===== src/rtl/gc_controller_mc_if.sv =====
`default_nettype none
// ============================================================================
// Module      : gc_controller_mc_if
// Description : Handshake bundle between the GC controller and its neighbours
//               (FTL allocator, victim selector, page-move and erase engines).
//   ini_*      : clean-block preload from the FTL during INIT
//   alloc_*    : host clean-block allocation
//   victim_*   : victim-selection handshake
//   move_*     : per-page relocation handshake
//   erase      : request_blk_clean / erase_done
//   master     : the GC controller side
//   slave      : the surrounding engines / allocator side
// Revision    : 1.0 - initial release
// ============================================================================
interface gc_controller_mc_if #(
  parameter int BLK_ADDR_W = 10,
  parameter int PG_CNT_W   = 7
);
  logic                  ini_valid;
  logic [BLK_ADDR_W-1:0] ini_addr;
  logic                  ini_full;
  logic                  alloc_req;
  logic                  alloc_ack;
  logic [BLK_ADDR_W-1:0] alloc_addr;
  logic                  alloc_fail;
  logic                  victim_req;
  logic                  victim_ack;
  logic [BLK_ADDR_W-1:0] victim_addr;
  logic [PG_CNT_W-1:0]   victim_pages;
  logic                  move_flag;
  logic                  move_done_flag;
  logic                  request_blk_clean;
  logic                  erase_done;

  modport master (
    input  ini_valid, ini_addr, alloc_req, victim_ack, victim_addr,
           victim_pages, move_done_flag, erase_done,
    output ini_full, alloc_ack, alloc_addr, alloc_fail, victim_req,
           move_flag, request_blk_clean
  );

  modport slave (
    output ini_valid, ini_addr, alloc_req, victim_ack, victim_addr,
           victim_pages, move_done_flag, erase_done,
    input  ini_full, alloc_ack, alloc_addr, alloc_fail, victim_req,
           move_flag, request_blk_clean
  );
endinterface
`default_nettype wire


===== src/rtl/gc_controller_mc.sv =====
`default_nettype none
// ============================================================================
// Module      : gc_controller_mc
// Description : Garbage-collection controller. Keeps a circular FIFO of clean
//               block addresses, serves host allocations from it and, when
//               the clean count falls below LOW_WM (or on gc_start), reclaims
//               victim blocks (select, move valid pages, erase, recycle)
//               until HIGH_WM clean blocks are available.
// Ports       : CLK, nRST (sync, active-low)
//               gc_ini        level, INIT mode / preload enable
//               gc_start      pulse, force one GC pass
//               bus           gc_controller_mc_if.master handshake bundle
//               gc_request    GC busy
//               gc_interrupt  pulse at end of a GC run
//               request_done  pulse per reclaimed block recycled
//               clean_num     FIFO occupancy
//               gc_paused     (GC_PREEMPT_EN only) page move held for host
// Options     : `define GC_PREEMPT_EN to let host allocations pause page moves
// Revision    : 1.0 - initial release
// ============================================================================
module gc_controller_mc #(
  parameter int FIFO_SIZE_BIT_NUM = 4,
  parameter int BLK_ADDR_W        = 10,
  parameter int PG_CNT_W          = 7,
  parameter int LOW_WM            = 2,
  parameter int HIGH_WM           = 6
) (
  input  wire logic                       CLK,
  input  wire logic                       nRST,
  input  wire logic                       gc_ini,
  input  wire logic                       gc_start,
  gc_controller_mc_if.master              bus,
  output logic                            gc_request,
  output logic                            gc_interrupt,
  output logic                            request_done,
  output logic [FIFO_SIZE_BIT_NUM:0]      clean_num
`ifdef GC_PREEMPT_EN
  ,
  output logic                            gc_paused
`endif
);

  localparam int             CW      = FIFO_SIZE_BIT_NUM + 1;
  localparam int             DEPTH   = 1 << FIFO_SIZE_BIT_NUM;
  localparam logic [CW-1:0]  C_DEPTH = CW'(DEPTH);
  localparam logic [CW-1:0]  C_LOW   = CW'(LOW_WM);
  localparam logic [CW-1:0]  C_HIGH  = CW'(HIGH_WM);

  localparam logic [2:0] S_IDLE   = 3'd0;
  localparam logic [2:0] S_INIT   = 3'd1;
  localparam logic [2:0] S_SELECT = 3'd2;
  localparam logic [2:0] S_MOVE   = 3'd3;  // move_flag issued this cycle
  localparam logic [2:0] S_MWAIT  = 3'd4;  // waiting for move_done_flag
  localparam logic [2:0] S_ERASE  = 3'd5;
  localparam logic [2:0] S_PUSH   = 3'd6;
`ifdef GC_PREEMPT_EN
  localparam logic [2:0] S_PAUSE  = 3'd7;  // move withheld for host traffic
`endif

  logic [BLK_ADDR_W-1:0]        mem_q [DEPTH];
  logic [FIFO_SIZE_BIT_NUM-1:0] wr_q, rd_q;
  logic [CW-1:0]                clean_q, clean_d;
  logic [2:0]                   state_q, state_d;
  logic [BLK_ADDR_W-1:0]        vaddr_q, vaddr_d;
  logic [PG_CNT_W-1:0]          cnt_q, cnt_d;
  logic                         forced_q, forced_d;
  logic                         irq_q, irq_d;
  logic                         ack_q, fail_q;
  logic [BLK_ADDR_W-1:0]        aaddr_q;

  logic                  full, empty, push, pop;
  logic [BLK_ADDR_W-1:0] push_data;

  assign full  = (clean_q == C_DEPTH);
  assign empty = (clean_q == '0);

  // Preload is only taken while the FSM is quiescent, so it can never
  // collide with a recycle push from S_PUSH.
  always_comb begin
    push      = 1'b0;
    push_data = bus.ini_addr;
    if (state_q == S_PUSH) begin
      push      = !full;
      push_data = vaddr_q;
    end else if (gc_ini && bus.ini_valid && !full &&
                 (state_q == S_IDLE || state_q == S_INIT)) begin
      push = 1'b1;
    end
  end

  assign pop = bus.alloc_req && !empty;

  always_comb begin
    clean_d = clean_q;
    if (push && !pop)      clean_d = clean_q + CW'(1);
    else if (pop && !push) clean_d = clean_q - CW'(1);
  end

  // FIFO storage carries no reset; occupancy is tracked by clean_q alone.
  always_ff @(posedge CLK) begin
    if (push) mem_q[wr_q] <= push_data;
  end

  always_ff @(posedge CLK) begin
    if (!nRST) begin
      wr_q    <= '0;
      rd_q    <= '0;
      clean_q <= '0;
      ack_q   <= 1'b0;
      fail_q  <= 1'b0;
      aaddr_q <= '0;
    end else begin
      if (push) wr_q <= wr_q + 1'b1;
      if (pop)  rd_q <= rd_q + 1'b1;
      clean_q <= clean_d;
      ack_q   <= pop;
      fail_q  <= bus.alloc_req && empty;
      if (pop) aaddr_q <= mem_q[rd_q];
    end
  end

  always_comb begin
    state_d  = state_q;
    vaddr_d  = vaddr_q;
    cnt_d    = cnt_q;
    forced_d = forced_q;
    irq_d    = 1'b0;
    case (state_q)
      S_IDLE: begin
        if (gc_ini) begin
          state_d = S_INIT;
        end else if (clean_q < C_LOW || gc_start) begin
          state_d  = S_SELECT;
          // A forced run stops as soon as the low watermark is satisfied.
          forced_d = !(clean_q < C_LOW);
        end
      end
      S_INIT: if (!gc_ini) state_d = S_IDLE;
      S_SELECT: begin
        if (bus.victim_ack) begin
          vaddr_d = bus.victim_addr;
          cnt_d   = bus.victim_pages;
          state_d = (bus.victim_pages == '0) ? S_ERASE : S_MOVE;
        end
      end
      S_MOVE: state_d = S_MWAIT;
      S_MWAIT: begin
        if (bus.move_done_flag) begin
          cnt_d = cnt_q - 1'b1;
          if (cnt_q == PG_CNT_W'(1)) begin
            state_d = S_ERASE;
          end else begin
`ifdef GC_PREEMPT_EN
            state_d = pop ? S_PAUSE : S_MOVE;
`else
            state_d = S_MOVE;
`endif
          end
        end
      end
`ifdef GC_PREEMPT_EN
      S_PAUSE: state_d = S_MOVE;
`endif
      S_ERASE: if (bus.erase_done) state_d = S_PUSH;
      S_PUSH: begin
        if (clean_d >= C_HIGH || (forced_q && !(clean_d < C_LOW))) begin
          state_d = S_IDLE;
          irq_d   = 1'b1;
        end else begin
          state_d = S_SELECT;
        end
      end
      default: state_d = S_IDLE;
    endcase
  end

  always_ff @(posedge CLK) begin
    if (!nRST) begin
      state_q  <= S_IDLE;
      vaddr_q  <= '0;
      cnt_q    <= '0;
      forced_q <= 1'b0;
      irq_q    <= 1'b0;
    end else begin
      state_q  <= state_d;
      vaddr_q  <= vaddr_d;
      cnt_q    <= cnt_d;
      forced_q <= forced_d;
      irq_q    <= irq_d;
    end
  end

  assign bus.ini_full          = full;
  assign bus.alloc_ack         = ack_q;
  assign bus.alloc_addr        = aaddr_q;
  assign bus.alloc_fail        = fail_q;
  assign bus.victim_req        = (state_q == S_SELECT);
  assign bus.move_flag         = (state_q == S_MOVE);
  assign bus.request_blk_clean = (state_q == S_ERASE);
  assign request_done          = (state_q == S_PUSH);
  assign gc_request            = (state_q != S_IDLE) && (state_q != S_INIT);
  assign gc_interrupt          = irq_q;
  assign clean_num             = clean_q;
`ifdef GC_PREEMPT_EN
  assign gc_paused             = (state_q == S_PAUSE);
`endif

endmodule
`default_nettype wire


===== src/flat_wrapper.sv =====
// flat-port wrapper written by rule: the top's interface ports become plain ports
module gc_controller_mc_flat 
#(
  parameter int FIFO_SIZE_BIT_NUM = 4,
  parameter int BLK_ADDR_W        = 10,
  parameter int PG_CNT_W          = 7,
  parameter int LOW_WM            = 2,
  parameter int HIGH_WM           = 6
)
  (CLK, nRST, gc_ini, gc_start, gc_request, gc_interrupt, request_done, clean_num, bus_ini_valid, bus_ini_addr, bus_alloc_req, bus_victim_ack, bus_victim_addr, bus_victim_pages, bus_move_done_flag, bus_erase_done, bus_ini_full, bus_alloc_ack, bus_alloc_addr, bus_alloc_fail, bus_victim_req, bus_move_flag, bus_request_blk_clean);
  gc_controller_mc_if #(.BLK_ADDR_W(BLK_ADDR_W), .PG_CNT_W(PG_CNT_W)) bus_i ();
  input  wire logic CLK;
  input  wire logic nRST;
  input  wire logic gc_ini;
  input  wire logic gc_start;
  output logic gc_request;
  output logic gc_interrupt;
  output logic request_done;
  output logic [FIFO_SIZE_BIT_NUM:0] clean_num;
  input wire logic [$bits(bus_i.ini_valid)-1:0] bus_ini_valid;
  input wire logic [$bits(bus_i.ini_addr)-1:0] bus_ini_addr;
  input wire logic [$bits(bus_i.alloc_req)-1:0] bus_alloc_req;
  input wire logic [$bits(bus_i.victim_ack)-1:0] bus_victim_ack;
  input wire logic [$bits(bus_i.victim_addr)-1:0] bus_victim_addr;
  input wire logic [$bits(bus_i.victim_pages)-1:0] bus_victim_pages;
  input wire logic [$bits(bus_i.move_done_flag)-1:0] bus_move_done_flag;
  input wire logic [$bits(bus_i.erase_done)-1:0] bus_erase_done;
  output wire logic [$bits(bus_i.ini_full)-1:0] bus_ini_full;
  output wire logic [$bits(bus_i.alloc_ack)-1:0] bus_alloc_ack;
  output wire logic [$bits(bus_i.alloc_addr)-1:0] bus_alloc_addr;
  output wire logic [$bits(bus_i.alloc_fail)-1:0] bus_alloc_fail;
  output wire logic [$bits(bus_i.victim_req)-1:0] bus_victim_req;
  output wire logic [$bits(bus_i.move_flag)-1:0] bus_move_flag;
  output wire logic [$bits(bus_i.request_blk_clean)-1:0] bus_request_blk_clean;
  assign bus_i.ini_valid = bus_ini_valid;
  assign bus_i.ini_addr = bus_ini_addr;
  assign bus_i.alloc_req = bus_alloc_req;
  assign bus_i.victim_ack = bus_victim_ack;
  assign bus_i.victim_addr = bus_victim_addr;
  assign bus_i.victim_pages = bus_victim_pages;
  assign bus_i.move_done_flag = bus_move_done_flag;
  assign bus_i.erase_done = bus_erase_done;
  assign bus_ini_full = bus_i.ini_full;
  assign bus_alloc_ack = bus_i.alloc_ack;
  assign bus_alloc_addr = bus_i.alloc_addr;
  assign bus_alloc_fail = bus_i.alloc_fail;
  assign bus_victim_req = bus_i.victim_req;
  assign bus_move_flag = bus_i.move_flag;
  assign bus_request_blk_clean = bus_i.request_blk_clean;
  gc_controller_mc #(.FIFO_SIZE_BIT_NUM(FIFO_SIZE_BIT_NUM), .BLK_ADDR_W(BLK_ADDR_W), .PG_CNT_W(PG_CNT_W), .LOW_WM(LOW_WM), .HIGH_WM(HIGH_WM)) u_core (.CLK(CLK), .nRST(nRST), .gc_ini(gc_ini), .gc_start(gc_start), .bus(bus_i), .gc_request(gc_request), .gc_interrupt(gc_interrupt), .request_done(request_done), .clean_num(clean_num));
endmodule

===== config.mk =====
export PLATFORM = sky130hd
export DESIGN_NAME = gc_controller_mc_flat
export DESIGN_NICKNAME = d
export VERILOG_FILES = /design/src/rtl/gc_controller_mc_if.sv /design/src/rtl/gc_controller_mc.sv /design/src/flat_wrapper.sv
export SDC_FILE = /design/constraint.sdc
export NUM_CORES = 1
export LEC_CHECK = 0
export CAP_MARGIN = 15
export CORE_MARGIN = 4
export CORE_UTILIZATION = 40
export DETAILED_ROUTE_END_ITERATION = 8
export MAX_ROUTING_LAYER = met4
export PLACE_DENSITY = 0.58
export SYNTH_ARGS = -nofsm -noshare
export SYNTH_HDL_FRONTEND = slang
export SYNTH_SLANG_ARGS = --single-unit

===== constraint.sdc =====
create_clock -name CLK -period 2.73 [get_ports CLK]
set_input_delay 0.273 -clock CLK [delete_from_list [all_inputs] [get_ports CLK]]
set_output_delay 0.273 -clock CLK [all_outputs]
set_load 0.01 [all_outputs]

==> metrics.txt, run 1 <==
RSZ-0062 raised after global routing false; Yosys top cell by area edfxtp_1; CTS buffer count 23; vias in the first global route 5115; initial core utilization 0.4094; CTS tree built; Worst Setup End Kind output pin; drt first pass iters 7; crit-path max FO 16; Die Ht 155.4 um; Reg2Reg Launch Point u_core.clean_num[0]; GR Overflow Total 0; hold buffers post-CTS 0; Die Footprint 24140 um2; Syn Std Cell Area 8687 um2; FF+latch count, synth 207; n_diodes 0; Lkg Pwr 3.473 nW; first-pass GRT wire length 29.81 mm; clock sink count 207; critical path endpoint request_done; Worst path max stage delay 0.61 ns; Core Area 21220 um2; most frequent cells after synthesis 160 x edfxtp_1, 85 x nand2_1, 50 x mux4_2, 47 x dfxtp_1, 42 x nor2_1; worst-margin pin slew 0.9105 ns; ys flop type edfxtp_1; DIE WIDTH 155.4 um; Final Instance Area 10500 um2; number of synthesized flops with an enable pin 160; clk buf depth 3; IO Count 60; Period minus WS final 2.586 ns; reg2reg end u_core.mem_q[3][0]; Crit Path Category flop to output pin; peak supply drop 600.2 uV; Slew HR 0.3930; PD cells 858.0 nW/um2; post-synthesis async set-or-reset flop share 0; H-tree levels 1; Worst R2R Path Depth 8; Synth top area share 0.5531; Slowest-stage cell, CP clkdlybuf4s50_1; final setup margin 0.1444 ns; row count 53; setup_tns 0 ns; dpl hpwl 12.94 mm; Worst Hold Class primary input to flop; First DRT Iteration DRCs 277; total track usage 0.1652; Via density 5.357; synth top area cells edfxtp_1 55%, mux4_2 13%, dfxtp_1 11%; Clock Skew 0.009346 ns; routed vias 5111; antenna violations before repair 0; Max Cap Viol 0; critical-path cell list nand3b_4 > buf_4 > inv_1 > clkdlybuf4s50_1; Final period util 0.9471; Post-DRT Antenna Nets 0; critical path startpoint u_core.state_q[2]; root buf cell clkbuf_16; final hold vios 0; yosys warns 0; share of cells above drive strength 1 0.2062; run status completed; DR DRC count 0; Syn Nets 623; Syn Inst Count 578; Syn-to-layout area delta 20.83%; setup slack at placement 0.2816 ns; Fmax 386.8 MHz; clock latency at the later pin of the worst-skew pair 0.51 ns; placed cell area 9723 um2; post-synthesis cell type count 60; R2R setup slack 0.42 ns; required time worst endpoint 2.46 ns; Routed wire per std cell 20.25 um; final core occ 0.4946; post-detailed-routing wire length 19.32 mm; register area share after synthesis 0.6614; syn avg cell area 15.03 um2; IO Port Bufs 59; endpoints failing setup 0; GP Congestion 0.8854; WP data arrival 2.31 ns; largest net degree at the start of global routing 44; hold path start bus_victim_addr[7]; Clock transition at path regs 0.06 ns; Tot Pwr 9.006 mW; nets 707; Slew Viols, Final 0; Worst setup SP type flop; count leader, synth edfxtp_1
==> worst min path at each step <==
stage | endpoint | slack (ns) | cells past startpoint
floorplan | u_core.clean_num[3] | 0.39 | 1
global placement | u_core.vaddr_q[3] | 0.44 | 2
detailed placement | u_core.bus.alloc_addr[1] | 0.45 | 2
CTS | u_core.vaddr_q[1] | 0.31 | 3
global route | u_core.vaddr_q[1] | 0.34 | 3
finish | u_core.vaddr_q[7] | 0.33 | 3
==> logic make-up (layout without fill, tap and decap cells) <==
logic type / count (synthesis) / after routing / share of synthesized area
AND/OR/NAND/NOR: 175 / 175 / 0.09765
multiplexers: 55 / 55 / 0.1354
flip-flops: 207 / 207 / 0.6614
XOR/XNOR: 10 / 10 / 0.01008
buffers and inverters: 50 / 151 / 0.02866
adder cells (fa/ha/maj): 10 / 10 / 0.01426
AO/OA/AOI/OAI: 71 / 71 / 0.05257
==> through the flow <==
stage | hold WS [ns] | instances
3_3_place_gp | 0.4449 | 912
4_1_cts | 0.3110 | 954
5_1_grt | 0.3391 | 954
2_1_floorplan | 0.3947 | 578
6_report | 0.3310 | 954
3_5_place_dp | 0.4462 | 912
==> per-layer routing <==
layer / routed length [um] / up-vias / global-route usage / part of all wire
met1: 8202 / 2580 / 0.2194 / 0.42
met5: 0 / - / - / 0
met2: 9557 / 135 / 0.2616 / 0.49
li1: - / 2361 / - / -
met4: 507 / 0 / 0.04669 / 0.026
met3: 1055 / 35 / 0.03282 / 0.055
==> cell usage in the layout, fill, tap and decap left out, types with 13 or more instances in the layout <==
| cell | netlist | layout |
|---|---|---|
| edfxtp_1 | 160 | 160 |
| nand2_1 | 85 | 85 |
| clkdlybuf4s50_1 | 0 | 59 |
| mux4_2 | 50 | 50 |
| dfxtp_1 | 47 | 43 |
| nor2_1 | 42 | 42 |
| buf_4 | 1 | 34 |
| a21oi_1 | 32 | 32 |
| clkbuf_16 | 0 | 23 |
| inv_1 | 13 | 13 |
==> worst max-delay path: cells and delay by family (launching register included) <==
kind          cells  cell delay [ns]
flops             1             0.52
simple gates      1             0.17
buf+inv           3             1.11
==> report_power, final <==
part,switching (mW),internal (mW)
Sequential,0.152,3.56
Clock,1.24,1.85
Combinational,1.11,1.10
==> state kept, by name, summed over array words and instances, names as in the netlist <==
| name | count |
|---|---|
| u_core.mem_q | 160 |
| u_core.bus.alloc_addr | 10 |
| u_core.bus.alloc_fail | 1 |
| u_core.vaddr_q | 10 |
| u_core.forced_q | 1 |
| u_core.cnt_q | 7 |
| u_core.wr_q | 4 |
| u_core.bus.alloc_ack | 1 |
| u_core.gc_interrupt | 1 |
| u_core.rd_q | 4 |
| u_core.clean_num | 5 |
| u_core.state_q | 3 |
==> cell type report <==
cell class | count | area (um2)
timing repair buffer | 95 | 885.9
multi-input combinational | 321 | 2693
sequential | 207 | 5751
clock inverter | 18 | 191.4
fill | 1810 | 10720
clock buffer | 24 | 579.3
inverter | 14 | 52.55
tap | 275 | 344.1
==> what timing repair did <==
action | in CTS | in global routing
pin swaps | 0 | 0
endpoints found under the hold margin | 0 | 0
setup buffers | 0 | 0
setup endpoints to repair | 1 | 1
resized for setup | 1 | 1
No activity file was read; power rests on OpenSTA's default activity.
==> run 2, diff against run 1 <==
--- a/config.mk
+++ b/config.mk
@@ -6,9 +6,12 @@
 export NUM_CORES = 1
 export LEC_CHECK = 0
 export CAP_MARGIN = 15
+export CORE_ASPECT_RATIO = 0.7
 export CORE_MARGIN = 4
 export CORE_UTILIZATION = 40
+export CTS_CLUSTER_SIZE = 14
 export DETAILED_ROUTE_END_ITERATION = 8
+export GPL_TIMING_DRIVEN = 0
 export MAX_ROUTING_LAYER = met4
 export PLACE_DENSITY = 0.58
 export SYNTH_ARGS = -nofsm -noshare
==> run 2 against run 1 <==
Fmax is 4.8% lower. Critical endpoint is now u_core.mem_q[11][3]. Wire length is 5.6% higher. Clock power is 7.8% lower. Sequential share of layout area is 0.23 points higher.
==> metrics.txt, run 2 (synthesis results as in run 1) <==
PD cells 852.3 nW/um2 (-0.66%); commonest non-fill, non-tap cell in the layout edfxtp_1; routed vias 5182 (+1.4%); root buf cell clkbuf_16; largest register by flop count u_core.mem_q; antenna violations before repair 0 (unchanged); CTS tree built; GR Overflow Total 0 (unchanged); Max Cap Viol 0 (unchanged); Post-DRT Antenna Nets 0 (unchanged); Slew HR 0.4042 (+0.01116); power share of the sequential group 0.410 (-0.002); placed cell area 9678 um2 (-0.46%); run status completed; share of cells above drive strength 1 0.1920 (-0.01416); H-tree levels 1 (unchanged); IO Count 60 (unchanged); first-pass GRT wire length 30.96 mm (+3.8%); Via density 5.438 (+1.5%); required time worst endpoint 2.84 ns (+0.38 ns); R2R setup slack 0.01 ns (-0.41 ns); Final period util 0.9953 (+0.04822); n_diodes 0 (unchanged); Clock Skew 0.01802 ns (+0.008673 ns); Slew Viols, Final 0 (unchanged); total track usage 0.1719 (+0.006633); post-detailed-routing wire length 20.41 mm (+5.6%); Comb pwr share 0.270 (+0.025); IO Port Bufs 58 (-1.7%); clock latency at the later pin of the worst-skew pair 0.49 ns (-0.02 ns); GP Congestion 0.8752 (-1.2%); Worst setup SP type flop; crit-path max FO 10 (-6); Syn-to-layout area delta 20.22%; peak supply drop 414.5 uV (-31%); worst hold slack 0.1794 ns (-0.1517 ns); final core occ 0.4966 (+0.001975); RSZ-0062 raised after global routing true; Routed wire per std cell 21.42 um (+5.8%); Final Instance Area 10440 um2 (-0.50%); final hold vios 0 (unchanged); largest net degree at the start of global routing 17 (-61%); post-cts repair resize count 10 (+9); WP data arrival 2.83 ns (+0.52 ns); DIE WIDTH 184.1 um (+19%); clock sink count 207 (unchanged); Worst Hold Class primary input to flop; First DRT Iteration DRCs 461 (+66%); Die Footprint 24180 um2 (+0.15%); endpoints failing setup 0 (unchanged); DR DRC count 0 (unchanged); sw frac 0.2817 (+0.004291); Post-CTS Setup Repair Bufs 0 (unchanged); Core Area 21030 um2 (-0.90%); max reg flops 160 (unchanged); Die Ht 131.3 um (-15%); commonest cells after routing, fill and taps aside 160 x edfxtp_1, 85 x nand2_1, 58 x clkdlybuf4s50_1; vias in the first global route 5046 (-1.3%); clk buf depth 3 (unchanged); Fmax 368.0 MHz (-4.8%); Worst Setup End Kind flop; Crit Path Category flop to flop; switching power 2.507 mW (+0.37%); Lkg Pwr 3.390 nW (-2.4%); dpl hpwl 14.53 mm (+12%); initial core utilization 0.4131 (+0.003702); cell-internal power 6.394 mW (-1.7%); Period minus WS final 2.717 ns (+0.1316 ns); drt first pass iters 5 (-2); clock group share of total power 0.320 (-0.023); Clock transition at path regs 0.07 ns (about the same); hold buffers post-CTS 0 (unchanged); worst-margin pin slew 0.8938 ns (-0.01674 ns); row count 44 (-17%); CTS buffer count 21 (-8.7%); nets 708 (+0.14%)
## run 2: cell types whose count changed in the layout (fill, tap and decap cells not counted), sizes merged
cell,before,now
clkbuf,24,48
buf,36,21
clkinv,11,6
clkinvlp,3,1
inv,15,13
bufinv,3,2
clkdlybuf4s50,59,58
## run 2: final timing paths
| kind | from | depth (start not counted) | end |
|---|---|---|---|
| worst min register to register | u_core.vaddr_q[7] | 2 | u_core.vaddr_q[7] |
| worst max register to register | u_core.clean_num[1] | 8 | u_core.mem_q[11][3] |
| worst min-delay path | bus_alloc_req | 3 | u_core.bus.alloc_fail |
| worst max-delay path | u_core.clean_num[1] | 8 | u_core.mem_q[11][3] |
## run 2: final cells by class
cell class	instances	area (um2)
plain buffers	36	196.4
repair buffers	62	625.6
flip-flops and latches	207	5746
clock inverters	8	90.09
inverters	14	52.55
well taps	276	345.3
fillers	1821	10590
multi-input cells	321	2793
clock buffers	29	595.6
## run 2: metrics by stage
step / worst slack, ns / power [mW] / setup TNS (ns) / cells
after floorplan: 0.06238 / 5.307 / 0 / 578
after global placement: -0.8707 / 6.041 / -66.23 / 912
after detailed placement: -0.3907 / 6.109 / -40.22 / 916
after CTS: -0.2741 / 8.955 / -5.184 / 953
after global routing: -0.1841 / 9.307 / -3.358 / 953
final: 0.01273 / 8.902 / 0 / 953
## run 2: worst max-delay path, cell delays in order, from the launching register on
cell	delay, ns
dfxtp_1	0.37
buf_6	0.15
inv_1	0.05
ha_1	0.23
nor3b_4	0.19
a22oi_2	0.27
buf_2	0.26
nand2_1	0.25
nor2_2	0.57
## run 2: power groups by stage
stage	Sequential [mW]	Clock (mW)	Combinational, mW
2_1_floorplan	3.73	0	1.57
3_3_place_gp	3.71	0	2.33
3_5_place_dp	3.72	0	2.39
4_1_cts	3.65	2.90	2.40
5_1_grt	3.67	3.04	2.60
6_report	3.65	2.85	2.40
## run 2: routing by layer
layer | up-vias | track usage | wire, um
met1 | 2618 | 0.2735 | 10110
met2 | 168 | 0.2293 | 8521
met3 | 31 | 0.03702 | 1456
met5 | - | - | 0
li1 | 2365 | - | -
met4 | 0 | 0.02915 | 320
==> run 3, diff against run 2 <==
--- a/config.mk
+++ b/config.mk
@@ -9,6 +9,7 @@
 export CORE_ASPECT_RATIO = 0.7
 export CORE_MARGIN = 4
 export CORE_UTILIZATION = 40
+export CTS_CLUSTER_DIAMETER = 60
 export CTS_CLUSTER_SIZE = 14
 export DETAILED_ROUTE_END_ITERATION = 8
 export GPL_TIMING_DRIVEN = 0
==> run 3 against run 2 <==
Clock skew fell by 0.0025 ns. Largest cell class unchanged. Worst setup slack better by 0.056 ns. Hold slack worse by 0.0072 ns. Sequential power hardly changed. Core utilization down 0.36 points. Clock-buffer cell count up 1. Sequential share of layout area up 0.40 points. Combinational power hardly changed. Power down 3.6%. Fmax is 2.1% higher. Non-clock buffer count grew 3.
==> metrics.txt, run 3 (synthesis results as in run 1) <==
Worst setup SP type flop; DIE WIDTH 184.1 um (unchanged); Crit Path Category flop to flop; final setup margin 0.06881 ns (+0.05608 ns); max reg flops 160 (unchanged); GR Overflow Total 0 (unchanged); Syn-to-layout area delta 19.36%; Final period util 0.9748 (-0.02054); Post-DRT Antenna Nets 0 (unchanged); RSZ-0062 raised after global routing true; clock sink count 207 (unchanged); Slew Viols, Final 0 (unchanged); GP Congestion 0.8752 (unchanged); drt first pass iters 4 (-1); Period minus WS final 2.661 ns (-0.05608 ns); root buf cell clkbuf_16; Worst path max stage delay 0.55 ns (-0.02 ns); nets 709 (+0.14%); initial core utilization 0.4131 (unchanged); endpoints failing setup 0 (unchanged); Worst Hold Class primary input to flop; share of cells above drive strength 1 0.1846 (-0.007386); H-tree levels 1 (unchanged); run status completed; commonest non-fill, non-tap cell in the layout edfxtp_1; Slew HR 0.4020 (-0.002145); CTS buffer count 19 (-9.5%); Hold Path Cell Cnt 3 (unchanged); Core Area 21030 um2 (unchanged); Slowest-stage cell, CP nor2_2; IO Count 60 (unchanged); peak supply drop 452.5 uV (+9.2%); CTS tree built; Clock transition at path regs 0.07 ns (about the same); routed vias 5222 (+0.77%); antenna violations before repair 0 (unchanged); Die Footprint 24180 um2 (unchanged); clk buf depth 3 (unchanged); Clock Skew 0.01555 ns (-0.002472 ns); vias in the first global route 5079 (+0.65%); DR DRC count 0 (unchanged); WP data arrival 2.78 ns (-0.05 ns); largest net degree at the start of global routing 17 (unchanged); worst hold slack 0.1722 ns (-0.007163 ns); Routed wire per std cell 21.58 um (+0.74%); crit-path max FO 10 (unchanged); commonest cells after routing, fill and taps aside 160 x edfxtp_1, 85 x nand2_1, 58 x clkdlybuf4s50_1; IO Port Bufs 58 (unchanged); required time worst endpoint 2.85 ns (about the same); largest register by flop count u_core.mem_q; first-pass GRT wire length 31.10 mm (+0.45%); setup slack at placement -0.3907 ns (unchanged); Worst R2R Path Depth 8 (unchanged); hold buffers post-CTS 0 (unchanged); final hold vios 0 (unchanged); Lkg Pwr 3.355 nW (-1.1%); row count 44 (unchanged); clock latency at the later pin of the worst-skew pair 0.49 ns (about the same); critical-path cell list buf_6 > inv_1 > ha_1 > nor3b_4 > a22oi_2 > buf_2 > nand2_1 > nor2_2; n_diodes 0 (unchanged); First DRT Iteration DRCs 502 (+8.9%); Fmax 375.8 MHz (+2.1%); Die Ht 131.3 um (unchanged); Via density 5.480 (+0.77%); total track usage 0.1732 (+0.001300); dpl hpwl 14.53 mm (unchanged); PD cells 827.3 nW/um2 (-2.9%); Worst Setup End Kind flop; post-detailed-routing wire length 20.56 mm (+0.74%); Max Cap Viol 0 (unchanged); worst-margin pin slew 0.8970 ns (+0.003218 ns)
-- run 3: cell count changes in the layout (fill, tap and decap cells not counted), sizes merged --
cell | before | now
buf | 21 | 24
clkinv | 6 | 3
bufinv | 2 | 1
clkbuf | 48 | 49
clkinvlp | 1 | 0
inv | 13 | 14
-- run 3: through the flow --
step / cell area, um2 / instances / TNS, ns / util / power [mW]
5_1_grt: 10370 / 953 / -8.605 / 0.4930 / 8.977
2_1_floorplan: 8687 / 578 / 0 / - / 5.307
3_5_place_dp: 9678 / 916 / -40.22 / 0.4602 / 6.109
4_1_cts: 10270 / 950 / -11.39 / 0.4884 / 8.640
6_report: 10370 / 953 / 0 / 0.4930 / 8.578
3_3_place_gp: 9613 / 912 / -66.23 / 0.4571 / 6.041
-- run 3: worst paths after layout --
path / from / end / slack [ns]
setup / recovery: u_core.clean_num[1] / u_core.mem_q[9][0] / 0.07
hold / removal: bus_alloc_req / u_core.bus.alloc_fail / 0.17
setup reg to reg: u_core.clean_num[1] / u_core.mem_q[9][0] / 0.07
hold reg to reg: u_core.vaddr_q[0] / u_core.vaddr_q[0] / 0.47
-- run 3: power breakdown --
| part | internal [mW] | total (mW) | switching [mW] |
|---|---|---|---|
| Clock | 1.41 | 2.53 | 1.12 |
| Sequential | 3.55 | 3.65 | 0.0959 |
| Combinational | 1.13 | 2.39 | 1.26 |
-- run 3: final cells by class --
| class | instances | area (um2) |
|---|---|---|
| Sequential cell | 207 | 5746 |
| Inverter | 14 | 52.55 |
| Fill cell | 1826 | 10660 |
| Clock inverter | 4 | 58.81 |
| Multi-Input combinational cell | 321 | 2768 |
| Tap cell | 276 | 345.3 |
| Timing Repair Buffer | 65 | 685.7 |
| Buffer | 36 | 196.4 |
| Clock buffer | 30 | 516.7 |
-- run 3: worst max-delay path: cells and delay by family (launching register included) --
kind            cells  cell delay (ns)
compound gates      1             0.26
fa+ha+maj           1             0.23
buf+inv             3             0.46
flops               1             0.37
simple gates        3             0.95
-- run 3: repair_timing --
item	in CTS	in global routing
pin swaps	0	3
hold endpoints to repair	0	0
gates resized for setup	7	10
setup buffers	0	3
endpoints found under the setup margin	120	120
-- run 3: metal layers --
| layer | share of wire | wire length, um | GRT usage |
|---|---|---|---|
| met1 | 0.49 | 10060 | 0.2732 |
| met2 | 0.42 | 8718 | 0.2356 |
| met3 | 0.074 | 1530 | 0.03481 |
| met4 | 0.012 | 253 | 0.02915 |
| met5 | 0 | 0 | - |
